`config.mk`:
```
export PLATFORM = sky130hd
export DESIGN_NAME = alarm_timer
export DESIGN_NICKNAME = d
export VERILOG_FILES = /design/src/rtl/alarm_timer_pkg.sv /design/src/rtl/alarm_timer_prescaler.sv /design/src/rtl/alarm_timer.sv
export SDC_FILE = /design/constraint.sdc
export NUM_CORES = 1
export LEC_CHECK = 0
export CAP_MARGIN = 20
export CORE_ASPECT_RATIO = 0.5
export CORE_MARGIN = 4
export CORE_UTILIZATION = 40
export DETAILED_ROUTE_END_ITERATION = 12
export GPL_TIMING_DRIVEN = 1
export PLACE_DENSITY_LB_ADDON = 0.3
export SLEW_MARGIN = 20
export SYNTH_ARGS = -nofsm -noshare
export SYNTH_HDL_FRONTEND = slang
export SYNTH_SLANG_ARGS = --single-unit
export TNS_END_PERCENT = 1
```
`constraint.sdc`:
```
create_clock -name clk -period 4.5 [get_ports clk]
set_input_delay 0.45 -clock clk [delete_from_list [all_inputs] [get_ports clk]]
set_output_delay 0.45 -clock clk [all_outputs]
set_load 0.005 [all_outputs]
```
`src/rtl/alarm_timer_pkg.sv`:
```
// rtl/alarm_timer_pkg.sv - command codes, states and field positions for alarm_timer
package alarm_timer_pkg;

  localparam logic [8:0] DEFAULT_DIV = 9'd64;

  localparam int CMD_LSB = 0;
  localparam int CMD_MSB = 2;
  localparam int ARG_LSB = 3;

  localparam logic [2:0] CMD_STOP   = 3'd0;
  localparam logic [2:0] CMD_SETDIV = 3'd1;
  localparam logic [2:0] CMD_START  = 3'd2;
  localparam logic [2:0] CMD_ACK    = 3'd3;
  localparam logic [2:0] CMD_MODE   = 3'd4;

  typedef enum logic [1:0] {
    IDLE    = 2'd0,
    RUN     = 2'd1,
    EXPIRED = 2'd2
  } state_t;

endpackage

```
`src/rtl/alarm_timer_prescaler.sv`:
```
// rtl/alarm_timer_prescaler.sv - timer_prescaler: clk/divide_by tick pulse while enabled
module timer_prescaler (
  input  logic       clk,
  input  logic       rst,
  input  logic [8:0] divide_by,
  input  logic       enable,
  input  logic       clear,
  output logic       tick
);

  logic [8:0] divider;
  logic [8:0] last;

  // a divisor of 0 is treated as 1
  assign last = (divide_by == 9'd0) ? 9'd0 : divide_by - 9'd1;
  assign tick = enable && (divider == last);

  always_ff @(posedge clk or negedge rst) begin
    if (!rst) begin
      divider <= 9'd0;
    end else if (clear || !enable || tick) begin
      divider <= 9'd0;
    end else begin
      divider <= divider + 9'd1;
    end
  end

endmodule

```
`src/rtl/alarm_timer.sv`:
```
// rtl/alarm_timer.sv - memory-mapped countdown alarm with sticky level irq
// Optional periodic reload mode: define ALARM_TIMER_PERIODIC_EN.
module alarm_timer
  import alarm_timer_pkg::*;
#(
  parameter logic [8:0] DEFAULT_DIV = alarm_timer_pkg::DEFAULT_DIV,
  parameter int         WIDTH       = 32
) (
  input  logic        clk,
  input  logic        rst,
  input  logic        chipSelect,
  input  logic        write,
  input  logic        writeCommand,
  input  logic [31:0] dataIn,
  output logic [31:0] dataOut,
  output logic        irq
);

  state_t           state;
  logic [WIDTH-1:0] count;
  logic [WIDTH-1:0] reload;
  logic [8:0]       divide_by;
  logic             periodic;
  logic             tick;
  logic             wr_en;
  logic             cmd_en;
  logic [2:0]       cmd;
  logic             presc_clear;

  assign wr_en  = chipSelect && write;
  assign cmd_en = chipSelect && writeCommand && !write;
  assign cmd    = dataIn[CMD_MSB:CMD_LSB];

  assign presc_clear = wr_en || (cmd_en && (cmd == CMD_STOP || cmd == CMD_START));

  timer_prescaler u_prescaler (
    .clk       (clk),
    .rst       (rst),
    .divide_by (divide_by),
    .enable    (state == RUN),
    .clear     (presc_clear),
    .tick      (tick)
  );

`ifdef ALARM_TIMER_PERIODIC_EN
  always_ff @(posedge clk or negedge rst) begin
    if (!rst) begin
      periodic <= 1'b0;
    end else if (cmd_en && cmd == CMD_MODE) begin
      periodic <= dataIn[ARG_LSB];
    end
  end
`else
  assign periodic = 1'b0;
`endif

  always_ff @(posedge clk or negedge rst) begin
    if (!rst) begin
      state     <= IDLE;
      count     <= '0;
      reload    <= '0;
      divide_by <= DEFAULT_DIV;
      irq       <= 1'b0;
    end else if (wr_en) begin
      count  <= WIDTH'(dataIn);
      reload <= WIDTH'(dataIn);
    end else begin
      if (cmd_en && cmd == CMD_SETDIV)
        divide_by <= dataIn[ARG_LSB+8:ARG_LSB];
      if (cmd_en && cmd == CMD_ACK) begin
        irq <= 1'b0;
        if (state == EXPIRED)
          state <= IDLE;
      end
      if (cmd_en && cmd == CMD_STOP) begin
        state <= IDLE;
      end else if (cmd_en && cmd == CMD_START) begin
        if (count != '0) begin
          state <= RUN;
        end else begin
          state <= EXPIRED;
          irq   <= 1'b1;
        end
      end else if (tick) begin
        if (count > WIDTH'(1)) begin
          count <= count - WIDTH'(1);
        end else begin
          // expiry overrides a same-cycle ACK
          irq <= 1'b1;
          if (periodic && reload != '0) begin
            count <= reload;
          end else begin
            count <= '0;
            state <= EXPIRED;
          end
        end
      end
    end
  end

  assign dataOut = 32'(count);

endmodule

```
## After elaboration in Yosys (flattened, before gate mapping)

Index checks and enable logic that the tools add are counted.

- Input port bits: 37
- Output and inout bits: 33
- Flip-flop bits (word level): 53

- $add $sub $neg: 3
- Magnitude comparators: 1
- Reductions and logical operators: 21
- Eq/ne operators: 8
- Mux-type cells: 20
- Bitwise operators: 1

Operators with widths:

| kind | number |
|---|---|
| 32-bit 2-to-1 mux | 5 |
| 32-bit by 1-bit > comparator with 1-bit output, second input constant | 1 |
| 32-bit nonzero test | 1 |
| 32-bit by 1-bit subtractor with 32-bit output, second input constant | 1 |
| 9-bit 2-to-1 mux | 2 |
| 2-bit 2-to-1 mux | 7 |
| 9-bit by 1-bit adder with 9-bit output, second input constant | 1 |
| 9-bit == test | 1 |
| 1-bit logical AND | 9 |
| 9-bit logical NOT | 1 |
| 9-bit by 1-bit subtractor with 9-bit output, second input constant | 1 |
| 3-bit by 2-bit == test with 1-bit output, second input constant | 2 |
| 1-bit 2-to-1 mux | 6 |
| 1-bit logical OR | 4 |
| 2-bit inequality test, second input constant | 2 |
| 3-bit by 1-bit == test with 1-bit output, second input constant | 1 |
| 3-bit logical NOT | 1 |
| 3-bit AND reduction | 1 |
| 2-bit by 1-bit == test with 1-bit output, second input constant | 1 |
| 2-bit == test, second input constant | 1 |
| 1-bit logical NOT | 2 |
| 2-bit AND reduction | 1 |
| 2-bit nonzero test | 1 |
| 1-bit NOT | 1 |

## Longest topological paths before layout

Gate-level depths: netlist of the first run.

- Depth in word-level cells: 8
- Gate-level depth with buffers: 10

## By module

Synthesis of the first run repeated with hierarchy kept, for this count alone.

- Cell total of the unflattened synthesis: 393
- Area, all modules: 3527.1 um2

By module, submodules not included:

| module | cells an instance | times used | area an instance (um2) |
|---|---|---|---|
| alarm_timer | 291 | 1 | 2702.6 |
| timer_prescaler | 102 | 1 | 824.5 |

## Worst setup path before layout of the first run

No wires, ideal clock.

- Kind: register -> register
- From: reg divide_by[0]
- To: reg count[9], in the netlist dataOut[9]
- Arrival: 2.758 ns
- Cell stages (with the launch flop): 11
- Clock period less this slack: 2.859 ns
- Buffers on the path: 1
- Setup time: 0.101 ns
- Slack: 1.641 ns
- Cells stage by stage: dfrtp_1 > inv_1 > ha_1 > or3b_2 > and2_1 > nor3_1 > o211ai_4 > nor4_4 > nand2_4 > buf_6 > o311ai_2

- Word-level cells in the longest chain between the ends: 6
- Elaborated cells between the ends (all ways): 7

RTL lines:

| what | RTL line | RTL |
|---|---|---|
| start: declaration | alarm_timer.sv:22 | `logic [8:0] divide_by;` |
| start signal: assignment | alarm_timer.sv:69 | `divide_by <= dataIn[ARG_LSB+8:ARG_LSB];` |
| 9-bit by 1-bit subtractor with 9-bit output or 9-bit logical NOT (tied branches) | alarm_timer_prescaler.sv:15 | `assign last = (divide_by == 9'd0) ? 9'd0 : divide_by - 9'd1;` |
| 9-bit 2-to-1 mux * | alarm_timer_prescaler.sv:15 |  |
| 9-bit == test * | alarm_timer_prescaler.sv:16 | `assign tick = enable && (divider == last);` |
| 1-bit logical AND * | alarm_timer_prescaler.sv:16 |  |
| 2-bit nonzero test (no line) * | -- |  |
| 3-bit AND reduction (no line) * | -- |  |
| end signal: assignment | alarm_timer.sv:65 | `count <= WIDTH'(dataIn);` |
| end signal: assignment | alarm_timer.sv:86 | `count <= count - WIDTH'(1);` |
| end signal: assignment | alarm_timer.sv:91 | `count <= reload;` |
| end: declaration | alarm_timer.sv:20 | `logic [WIDTH-1:0] count;` |

Mark *: on every way between the ends. The rest lies on a longest branch, timed or not.
A chain may end at the register's enable or synchronous reset.

## Worst setup path in the final report of the first run

Same ends and word-level chain as after synthesis.

==> results.sh, run 1 <==
export IMPL_ant_nets=0
export IMPL_syn_area_um2=3630
export IMPL_yosysUniqueCellTypes=63
export IMPL_power_frac_clock_pct=29.3
export IMPL_cp_arrival_ns=3.51
export IMPL_gp_congestion=0.891
export IMPL_p_sw_share_pct=33.2
export IMPL_yosys_top_cells_area="dfrtp_1 (36%), o211ai_1 (8.5%), nor2_1 (5.6%)"
export IMPL_p_comb_share_pct=31.5
export IMPL_drv_slew=0
export IMPL_routed_wl_um=10000
export IMPL_start_kind="flop"
export IMPL_cts_buffers=5
export IMPL_fmax_mhz=299
export IMPL_pwr_share_seq_pct=39.2
export IMPL_first_pass_iters=5
export IMPL_setup_viol=0
export IMPL_dp_hpwl_um=7240
export IMPL_internal_power_mw=1.14
export IMPL_drv_cap=0
export IMPL_antenna_found_initial=0
export IMPL_grt_pass1_wl_um=16500
export IMPL_tightest_slew_ns=0.910
export IMPL_cp_required_ns=4.67
export IMPL_fill_cells=835
export IMPL_synth_area_leader_cell="dfrtp_1"
export IMPL_synthTopCellsByCount="nor2_1 (54), dfrtp_1 (52), nand2_1 (50)"
export IMPL_vias=3515
export IMPL_syn_nets=464
export IMPL_ir_worst_vdd_v=0.000172
export IMPL_post_route_cell_area_um2=4560
export IMPL_clk_latency_ns=0.30
export IMPL_final_hold_viol_count=0
export IMPL_synth_seq_cells=53
export IMPL_critPathMaxFanout=30
export IMPL_io_buffer_count=69
export IMPL_drive_above_1_share_pct=8.51
export IMPL_rows=24
export IMPL_ys_seq_area_share_pct=36.6
export IMPL_synth_edf_count=0
export IMPL_die_h_um=75.4
export IMPL_placed_area_um2=4370
export IMPL_grt_max_degree=54
export IMPL_antenna_cells=0
export IMPL_cts_root_buf="clkbuf_16"
export IMPL_fp_dieW_um=143
export IMPL_slew_headroom_pct=39.1
export IMPL_gr_total_overflow=0
export IMPL_synth_ff_type="dfrtp_1"
export IMPL_hold_class="primary input to async pin"
export IMPL_fin_crit_sh_pct=74.3
export IMPL_post_cts_resized=0
export IMPL_synth_warnings=0
export IMPL_yosys_cell_count_top_type="nor2_1"
export IMPL_status="finished, final reports clean"
export IMPL_synth_area_per_cell_um2=8.58
export IMPL_async_reset_ff_share_pct=100
export IMPL_skew_ns=0.00617
export IMPL_criticalPathCategory="flop to flop"
export IMPL_clock_sinks=53
export IMPL_setup_tns_ns=0
export IMPL_routedWlPerCell_um=16.7
export IMPL_clock_path_buffers=2
export IMPL_p_leak_nw=1.69
export IMPL_end_kind="flop"
export IMPL_via_per_inst=5.87
export IMPL_post_cts_buffers=0
export IMPL_die_area_um2=10800
export IMPL_grt_pass1_vias=3256
export IMPL_cts_tree="built"
export IMPL_pin_count=70
export IMPL_powerDensity_nw_per_um2=375
export IMPL_synth_top_area_share_pct=35.8
export IMPL_layout_min_cycle_time_ns=3.34
export IMPL_clk_pin_slew_ns=0.07
export IMPL_syn_to_final_growth_pct=25.6
export IMPL_h_tree_depth=2
export IMPL_rsz0062_at_grt="false"
export IMPL_synthCells=423
export IMPL_initial_utilization_pct=41.4
export IMPL_holdBufCountCts=0
export IMPL_core_area_um2=8770
export IMPL_switching_power_uw=567
export IMPL_drtIter0Drc=284
export IMPL_nNetsFinal=522
export IMPL_grt_usage_pct=19.1
export IMPL_route_detailed_drc=0
-- cell usage in the layout (no fill, tap or decap), types with 4 or more instances in the layout --
master / count
ha_1: 4
xor2_1: 6
or3_1: 5
mux2_2: 9
nor4_1: 11
o311ai_1: 7
o21a_1: 6
buf_4: 7
xnor2_1: 4
o211ai_1: 41
nand4_1: 11
a31oi_1: 4
and2_1: 6
dfrtp_1: 52
a21oi_1: 16
clkbuf_16: 5
inv_1: 8
nand2_1: 50
nor2b_1: 4
or4_1: 5
nor4b_1: 4
nor2_1: 54
o21ai_0: 4
nand3_1: 24
nor3_1: 12
clkdlybuf4s50_1: 68
-- flip-flops by register name (all words and copies together), names as in the netlist --
| signal | count |
|---|---|
| dataOut | 32 |
| divide_by | 9 |
| u_prescaler.divider | 9 |
| state | 2 |
| irq | 1 |
-- area by class of cell --
class,count,area [um2],area share [%]
Timing Repair Buffer,76,738,16.2
Multi-Input combinational cell,337,2130,46.7
Inverter,8,30.0,0.658
Tap cell,117,146,3.21
Clock inverter,3,65.1,1.43
Clock buffer,5,125,2.74
Sequential cell,53,1330,29.1
-- metal layers --
metal / up-vias / GRT usage (%) / wire length [um]
met5: - / 0 / 0
met4: 0 / 5.06 / 101
li1: 1717 / - / -
met2: 128 / 30.1 / 4570
met1: 1662 / 27.4 / 4760
met3: 8 / 3.57 / 579
-- per-stage QoR --
step / setup slack [ns] / cells / hold WS, ns / power, mW / utilization, %
2_1_floorplan: 1.64 / 423 / 0.154 / 1.01 / -
3_3_place_gp: 1.22 / 591 / 0.480 / 1.21 / 49.9
3_5_place_dp: 1.21 / 591 / 0.487 / 1.21 / 49.9
4_1_cts: 1.18 / 599 / 0.306 / 1.72 / 52.0
5_1_grt: 0.985 / 599 / 0.350 / 1.81 / 52.0
6_report: 1.16 / 599 / 0.284 / 1.71 / 52.0
-- worst paths after layout --
path	startpoint	endpoint	slack [ns]	cells after the start
worst max register to register	divide_by[0]$_DFFE_PN0P_	dataOut[9]$_DFFE_PN0P_	1.16	9
min in group clk	irq$_DFFE_PN0N_	irq$_DFFE_PN0N_	0.50	2
max in group asynchronous	rst	dataOut[14]$_DFFE_PN0P_	3.76	2
worst min-delay path	rst	u_prescaler.divider[0]$_DFF_PN0_	0.28	2
worst min register to register	irq$_DFFE_PN0N_	irq$_DFFE_PN0N_	0.50	2
worst max-delay path	divide_by[0]$_DFFE_PN0P_	dataOut[9]$_DFFE_PN0P_	1.16	9
-- worst max-delay path, cell delays in order, from the launching register on --
cell      delay (ns)
dfrtp_1         0.44
inv_1           0.12
ha_1            0.26
nor4b_1         0.55
nand2_1         0.18
or3_1           0.33
o311a_1         0.16
or4_4           0.73
o211ai_1        0.29
o311ai_2        0.13
-- power groups by stage --
stage                     logic (mW)  clock network [mW]  registers (mW)
final                          0.538               0.501           0.671
after CTS                      0.542               0.510           0.668
after global routing           0.600               0.522           0.685
after detailed placement       0.538                   0           0.677
after floorplan                0.371                   0           0.635
after global placement         0.533                   0           0.676
-- logic make-up (layout without fill, tap and decap cells) --
kind of cell,count (synthesis),after routing,synth area share [%]
adders and majority gates,4,4,1.38
and+or+nand+nor,211,211,30.5
buffers and inverters,33,92,4.79
xor gates and xnor gates,10,10,2.41
DFF,53,53,36.6
muxes,9,9,2.79
AOI/OAI and AO/OA,103,103,21.6
No activity file was read; power rests on OpenSTA's default activity.
==> inputs of run 2 (changes only) <==
Clock period 4.5 ns to 3.3 ns, I/O delays scaled along.
==> results.sh, run 2 (same netlist as run 1, synthesis figures left out) <==
export IMPL_routedWlPerCell_um=17.7
export IMPL_fp_dieW_um=143
export IMPL_start_kind="flop"
export IMPL_powerDensity_nw_per_um2=489
export IMPL_setup_tns_ns=0
export IMPL_criticalPathCategory="flop to flop"
export IMPL_worstReg2RegEnd="dataOut[23]$_DFFE_PN0P_"
export IMPL_clock_sinks=53
export IMPL_power_total_mw=2.28
export IMPL_gr_total_overflow=0
export IMPL_routed_wl_um=10800
export IMPL_gp_congestion=0.876
export IMPL_ant_nets=0
export IMPL_crit_reg2reg_launch="divide_by[0]$_DFFE_PN0P_"
export IMPL_slew_headroom_pct=53.7
export IMPL_cts_tree="built"
export IMPL_multi_input_area_um2=2190
export IMPL_dp_hpwl_um=7620
export IMPL_tightest_slew_ns=0.692
export IMPL_route_detailed_drc=0
export IMPL_antenna_found_initial=0
export IMPL_drv_cap=0
export IMPL_final_hold_viol_count=0
export IMPL_min_to="irq$_DFFE_PN0N_"
export IMPL_die_h_um=75.4
export IMPL_clk_pin_slew_ns=0.07
export IMPL_layout_min_cycle_time_ns=3.16
export IMPL_skew_ns=0.00667
export IMPL_rr_worst_depth=9
export IMPL_io_buffer_count=69
export IMPL_post_place_ws_ns=0.0837
export IMPL_end_kind="flop"
export IMPL_rows=24
export IMPL_hold_start="irq$_DFFE_PN0N_"
export IMPL_layout_commonest_cell="clkdlybuf4s50_1"
export IMPL_cts_root_buf="clkbuf_16"
export IMPL_antenna_cells=0
export IMPL_vias=3706
export IMPL_initial_utilization_pct=41.4
export IMPL_hold_class="flop to flop"
export IMPL_cp_arrival_ns=3.33
export IMPL_final_cell_mix="clkdlybuf4s50_1 (68), nor2_1 (54), dfrtp_1 (52)"
export IMPL_largest_register_ffs=32
export IMPL_grt_max_degree=35
export IMPL_final_seq_area_um2=1330
export IMPL_via_per_inst=6.06
export IMPL_placed_area_um2=4450
export IMPL_core_area_um2=8770
export IMPL_setup_ws_ns=0.140
export IMPL_clk_latency_ns=0.30
export IMPL_status="finished, final reports clean"
export IMPL_nNetsFinal=535
export IMPL_clock_path_buffers=2
export IMPL_p_leak_nw=1.74
export IMPL_post_route_cell_area_um2=4660
export IMPL_pin_count=70
export IMPL_drv_slew=0
export IMPL_grt_pass1_vias=3370
export IMPL_die_area_um2=10800
export IMPL_critPathMaxFanout=15
export IMPL_drtIter0Drc=354
export IMPL_cts_buffers=5
export IMPL_rsz0062_at_grt="true"
export IMPL_ir_worst_vdd_v=0.000243
export IMPL_syn_to_final_growth_pct=28.3
export IMPL_grt_pass1_wl_um=17100
export IMPL_first_pass_iters=5
export IMPL_r2r_slack_ns=0.14
export IMPL_cp_required_ns=3.47
export IMPL_h_tree_depth=2
export IMPL_setup_viol=0
export IMPL_fill_cells=809
export IMPL_fin_crit_sh_pct=95.7
export IMPL_holdPathStages=2
export IMPL_fmax_mhz=316
export IMPL_grt_usage_pct=19.7
export IMPL_drive_above_1_share_pct=11.3
-- run 2: report_power, final --
part / total (mW) / switching (mW) / internal, mW
clock: 0.545 / 0.241 / 0.304
combinational: 0.821 / 0.410 / 0.410
sequential: 0.911 / 0.163 / 0.748
total: 2.28 / 0.815 / 1.46
-- run 2: repair_timing --
action | in CTS | in global routing
hold buffers | 1 | 0
resized for setup | 0 | 8
hold endpoints to repair | 9 | 0
setup endpoints to repair | 0 | 31
buffers inserted | 0 | 0
-- run 2: worst max-delay path by stage --
stage	end	slack, ns	cells after the start	from
3_5_place_dp	dataOut[9]$_DFFE_PN0P_	0.08	9	divide_by[0]$_DFFE_PN0P_
4_1_cts	dataOut[9]$_DFFE_PN0P_	0.07	9	divide_by[0]$_DFFE_PN0P_
2_1_floorplan	dataOut[9]$_DFFE_PN0P_	0.44	10	divide_by[0]$_DFFE_PN0P_
3_3_place_gp	dataOut[9]$_DFFE_PN0P_	0.16	9	divide_by[0]$_DFFE_PN0P_
6_report	dataOut[23]$_DFFE_PN0P_	0.14	9	divide_by[0]$_DFFE_PN0P_
5_1_grt	dataOut[9]$_DFFE_PN0P_	-0.02	9	divide_by[0]$_DFFE_PN0P_
-- run 2: worst max-delay path, cell delays in order (launching register included) --
cell	delay [ns]
dfrtp_1	0.44
inv_1	0.12
ha_2	0.23
or3b_2	0.49
nor3_2	0.23
o21a_1	0.22
o2111ai_2	0.23
or4_4	0.71
o211ai_1	0.24
o211ai_1	0.11
-- run 2: area by class of cell --
cell class / instances / share of cell area (%)
multi-input cells: 339 / 46.9
flip-flops and latches: 53 / 28.5
repair buffers: 87 / 17.7
clock buffers: 8 / 3.14
well taps: 117 / 3.14
inverters: 8 / 0.644
-- run 2: through the flow --
stage / utilization (%) / hold slack (ns) / instances
after floorplan: - / 0.0344 / 423
after detailed placement: 50.7 / 0.311 / 601
after global routing: 53.1 / 0.559 / 612
final: 53.1 / 0.491 / 612
after global placement: 50.7 / 0.307 / 601
after CTS: 52.5 / 0.493 / 610
-- run 2: routing by layer --
layer  vias to the layer above  GRT usage (%)  part of all wire [%]
met5                         -              0                     0
met4                         0           3.69                  0.76
met3                        10           3.32                   6.1
met2                       140           32.2                    45
met1                      1803           28.1                    48
li1                       1753              -                     -
